**src/rtl/read_counters.sv**
```systemverilog
// Read-path timing sequencer: DQS gate, data capture, optional CRC and postamble windows.
// Optional RDCRC state is built when the macro RD_CRC_CHECK_EN is defined.
module read_counters #(
   parameter int BL16_CYCLES = 8,
   parameter int BL8_CYCLES  = 4,
   parameter int CNT_W       = 4
) (
   input  logic             i_clk,
   input  logic             i_rst,
   input  logic             i_rd_en,
   input  logic [2:0]       i_precycle,
   input  logic [1:0]       i_postcycle,
   input  logic [1:0]       i_burstlength,
   input  logic             i_dram_crc_en,
   output logic [2:0]       o_state,
   output logic             o_dqs_gate,
   output logic             o_capture_en,
   output logic [CNT_W-1:0] o_beat_cnt,
   output logic             o_burst_done,
   output logic             o_crc_check,
   output logic             o_overflow
);

   typedef enum logic [2:0] {
      S_IDLE  = 3'b000,
      S_PRE   = 3'b001,
      S_DATA  = 3'b010,
      S_POST  = 3'b011,
      S_INTER = 3'b100,
      S_CRC   = 3'b111
   } state_t;

`ifdef RD_CRC_CHECK_EN
   localparam logic CRC_ON = 1'b1;
`else
   localparam logic CRC_ON = 1'b0;
`endif

   state_t           state;
   logic [CNT_W-1:0] cnt;
   logic             pending;
   logic             overflow;
   logic [2:0]       pre_q;
   logic [1:0]       post_q;
   logic [CNT_W-1:0] len_q;
   logic             crc_q;

   logic [CNT_W-1:0] last_cnt;
   logic             state_last;
   logic             start;
   logic             burst_end;
   logic             take_inter;
   state_t           after_state;

   function automatic logic [2:0] clamp_pre(input logic [2:0] p);
      if (p == 3'd0)      return 3'd1;
      else if (p > 3'd4)  return 3'd4;
      else                return p;
   endfunction

   always_comb begin
      last_cnt = '0;
      case (state)
         S_PRE, S_INTER: last_cnt = CNT_W'(pre_q) - CNT_W'(1);
         S_DATA:         last_cnt = len_q - CNT_W'(1);
         S_POST:         last_cnt = CNT_W'(post_q) - CNT_W'(1);
         default:        last_cnt = '0;
      endcase
   end

   // The end-of-burst decision also honours a request arriving on the final data/CRC cycle.
   assign state_last  = (cnt == last_cnt);
   assign start       = (state == S_IDLE) && (i_rd_en || pending);
   assign burst_end   = ((state == S_DATA) && state_last && !crc_q) || (state == S_CRC);
   assign after_state = (pending || i_rd_en) ? S_INTER :
                        (post_q == 2'd0)     ? S_IDLE  : S_POST;
   assign take_inter  = burst_end && (after_state == S_INTER);

   always_ff @(posedge i_clk or negedge i_rst) begin
      if (!i_rst) begin
         state    <= S_IDLE;
         cnt      <= '0;
         pending  <= 1'b0;
         overflow <= 1'b0;
         pre_q    <= 3'd0;
         post_q   <= 2'd0;
         len_q    <= '0;
         crc_q    <= 1'b0;
      end else begin
         if (state != S_IDLE && i_rd_en) begin
            if (pending) overflow <= 1'b1;
            else         pending  <= 1'b1;
         end

         case (state)
            S_IDLE: begin
               cnt <= '0;
               if (start) state <= S_PRE;
            end
            S_PRE, S_INTER: begin
               if (state_last) begin
                  state <= S_DATA;
                  cnt   <= '0;
               end else begin
                  cnt <= cnt + CNT_W'(1);
               end
            end
            S_DATA: begin
               if (state_last) begin
                  cnt   <= '0;
                  state <= crc_q ? S_CRC : after_state;
               end else begin
                  cnt <= cnt + CNT_W'(1);
               end
            end
            S_CRC: begin
               cnt   <= '0;
               state <= after_state;
            end
            S_POST: begin
               if (state_last) begin
                  state <= S_IDLE;
                  cnt   <= '0;
               end else begin
                  cnt <= cnt + CNT_W'(1);
               end
            end
            default: begin
               state <= S_IDLE;
               cnt   <= '0;
            end
         endcase

         // NOTE: with non-blocking assignments the last one in the block wins, so these
         // override the generic pending update above when a request is consumed.
         if (start) pending <= i_rd_en && pending;
         if (take_inter) pending <= 1'b0;

         if (start || take_inter) begin
            pre_q  <= clamp_pre(i_precycle);
            post_q <= i_postcycle;
            len_q  <= (i_burstlength == 2'b01) ? CNT_W'(BL8_CYCLES) : CNT_W'(BL16_CYCLES);
            crc_q  <= i_dram_crc_en && CRC_ON;
         end
      end
   end

   assign o_state      = state;
   assign o_dqs_gate   = (state != S_IDLE);
   assign o_capture_en = (state == S_DATA);
   assign o_beat_cnt   = (state == S_DATA) ? cnt : '0;
   assign o_burst_done = burst_end;
   assign o_overflow   = overflow;
`ifdef RD_CRC_CHECK_EN
   assign o_crc_check  = (state == S_CRC);
`else
   assign o_crc_check  = 1'b0;
`endif

endmodule
```
**config.mk**
```make
export PLATFORM = sky130hd
export DESIGN_NAME = read_counters
export DESIGN_NICKNAME = d
export VERILOG_FILES = /design/src/rtl/read_counters.sv
export SDC_FILE = /design/constraint.sdc
export NUM_CORES = 1
export LEC_CHECK = 0
export CAP_MARGIN = 10
export CORE_UTILIZATION = 39
export CTS_BUF_LIST = sky130_fd_sc_hd__clkbuf_8
export DETAILED_ROUTE_END_ITERATION = 8
export SETUP_SLACK_MARGIN = 0.05
export SLEW_MARGIN = 5
export SYNTH_ARGS = -nofsm -noshare
export SYNTH_HDL_FRONTEND = slang
export SYNTH_SLANG_ARGS = --single-unit
```
**constraint.sdc**
```tcl
create_clock -name i_clk -period 3.5 [get_ports i_clk]
set_input_delay 0.7 -clock i_clk [delete_from_list [all_inputs] [get_ports i_clk]]
set_output_delay 0.7 -clock i_clk [all_outputs]
set_load 0.01 [all_outputs]
```
==> flow_summary.toml <==
[yosys]
synth_top_area_share_pct = 34.3
ys.flop_type = "dfrtp_1"
synthArstFlopShare_pct = 100
yosys-top-cells-count = "dfrtp_1 (16), and2_1 (6), inv_1 (6), mux2_4 (6), nor2_1 (6)"
netlist-cell-type-count = 44
yosysMostFrequentCell = "dfrtp_1"
ys_warn_count = 0
ys_seq_elements = 16
syn_area_um2 = 1170
yosys.area.top_type = "dfrtp_1"
synthTopCellsByArea = "dfrtp_1 (34%), mux2_4 (7.7%), ha_1 (4.3%)"
avgSynthCellArea_um2 = 9.98
synth-edff-count = 0
syn_inst = 117
synth_nets = 132
synth.yosys.seq_area_share_pct = 34.3

[routing]
viasPerCell = 5.65
met1_length_um = 1190
dr.first_iter.drc_count = 34
wl_um = 2570
wl_per_cell_um = 15.0
wl_met3_um = 132
wl_met2_um = 1210
first_pass_iters = 6
highest_layer = "met4"
num_vias = 967
drcViolationCount = 4
drtAntennaViolNets = 0

[min_path]
min_path_cells = 1
hold_class = "register to register"

[sta]
slew_headroom_pct = 50.4
worstMarginPinSlew_ns = 0.742
grt_setup_unrepaired = "false"
fmax_mhz = 304
setup-tns-final_ns = 0
timing.final.crit_period_ns = 3.29
setup_ws_ns = 0.210
slew_viol_final = 0
hold_viol = 0
fin_crit_sh_pct = 94.0
skew_ns = 0.00766
setup_viol = 0

[clock_tree]
clkTransAtPathRegs_ns = 0.07
cts.sinks = 16
clockRootBuffer = "clkbuf_8"
htree_levels = 1
cts_buffer_depth = 2
cts_tree = "yes"
numCtsBuffers = 3
clk_latency_ns = 0.25

[cells_and_area]
final_nets = 157
drive_gt1_share_pct = 19.3
syn2layout_area_growth_pct = 25.6
antenna_cells = 0

[run]
drv_cap = 0

[floorplanning]
start_util_pct = 41.6
coreArea_um2 = 2810
die_width_um = 56.7
fp.dieH_um = 56.7
io_pins = 23
dieArea_um2 = 3220
rows = 19

[power]
power.density_nw_per_um2 = 983
seq_power_share_pct = 22.4
pwr-share-comb_pct = 68.0
pwr-share-clk_pct = 9.6
vdd_drop_max_v = 0.000421
internal_power_mw = 0.818
p_sw_mw = 0.623
power.total_mw = 1.44
p_sw_share_pct = 43.2
p_leak_nw = 0.622

[grt]
grt_pass1_wl_um = 4600
grt_antenna_before_repair = 0
gr-total-overflow = 0
grt_usage_pct = 18.6
first_global_vias = 965
grt_max_degree = 20

[worst_setup_path]
rr_worst_depth = 10
critPathArrivalTime_ns = 2.59
critPathKind = "register to output pin"
crit_slowest_cell = "or4b_1"
cp-end-kind = "output pin"
required_ns = 2.80
cp_slowest_stage_delay_ns = 0.47
cp_max_fo = 3
crit_path_start_kind = "register"
crit_chain = "or3b_4 > nand2_1 > ha_1 > or4b_1 > o211a_1 > xor2_2 > a41oi_2 > nor2b_1 > buf_2"

[run_status]
status = "finished, violations left"
violations = "design-rule violations"

[placed_design]
dp_slack_ns = 0.00890
place.gp.congestion = 0.823
dp_hpwl_um = 1860
io_buffers = 20
[final cells by class]
type / instances / area [um^2]
Clock buffer: 3 / 41.3
Sequential cell: 16 / 400
Timing Repair Buffer: 27 / 248
Fill cell: 274 / 1340
Multi-Input combinational cell: 87 / 712
Tap cell: 31 / 38.8
Inverter: 7 / 26.3
[flip-flops by register name, indices dropped and copies added, names as in the netlist]
signal / count
cnt: 4
len_q: 2
o_overflow: 1
o_state: 3
pending: 1
post_q: 2
pre_q: 3
[metrics by stage]
stage               cell area, um^2  hold WS, ns  utilization (%)  std cells
floorplan                      1170        0.404                -        117
global placement               1410        0.450             50.1        167
detailed placement             1410        0.459             50.1        167
CTS                            1460        0.474             52.1        170
global route                   1470        0.519             52.3        171
finish                         1470        0.468             52.3        171
[path summary, 6_finish.rpt]
kind | startpoint | end | slack, ns
setup / recovery | o_state[0] | o_burst_done | 0.21
hold / removal | o_overflow | o_overflow | 0.47
setup reg to reg | o_state[0] | pre_q[1] | 0.38
hold reg to reg | o_overflow | o_overflow | 0.47
max in group asynchronous | i_rst | len_q[2] | 2.14
min in group asynchronous | i_rst | cnt[3] | 0.89
[power by group through the flow]
stage                     clock network [mW]  logic [mW]  registers [mW]
after floorplan                            0       0.680           0.319
after global placement                     0       0.935           0.321
after detailed placement                   0       0.940           0.320
after CTS                              0.141       0.959           0.321
after global routing                   0.149        1.08           0.330
final                                  0.138       0.980           0.322
[layout by cell type (no fill, tap or decap), drive strengths merged, types with 3 or more instances in the layout]
cell type	n
xor2	3
inv	7
dfrtp	16
mux2	7
o21ai	4
xnor2	5
a21oi	4
or3	3
ha	4
a31oi	3
nor3	5
clkdlybuf4s50	19
nor2b	4
clkbuf	3
nand2	5
buf	8
nor2	6
and2	6
[logic make-up (layout without fill, tap and decap cells)]
kind of cell | Yosys count | in the layout | share of synthesized area, %
compound gates | 23 | 23 | 16.2
flops | 16 | 16 | 34.3
simple gates | 42 | 42 | 22.3
mux | 9 | 9 | 10.4
xor+xnor | 8 | 8 | 6.00
fa+ha+maj | 4 | 4 | 4.29
buf+inv | 14 | 37 | 6.22
other cells | 1 | 1 | 0.321
[metal layers]
layer | vias to the layer above | GRT usage [%]
met3 | 5 | 3.69
li1 | 468 | -
met4 | 0 | 8.57
met2 | 31 | 29.1
met1 | 463 | 24.5
met5 | - | 0
[critical path, delay by kind of cell (launching register included)]
family	cells	cell delay [ns]
compound gates	2	0.30
buf+inv	1	0.14
fa+ha+maj	1	0.25
xor+xnor	1	0.18
simple gates	4	1.10
flops	1	0.38
[repair_timing]
action,4_1_cts,5_1_grt
endpoints found under the hold margin,0,0
setup endpoints to repair,1,1
gates resized for setup,5,2
buffers inserted,0,1
hold buffers,0,0
pin swaps,0,2
(Power assumes the default switching activity.)
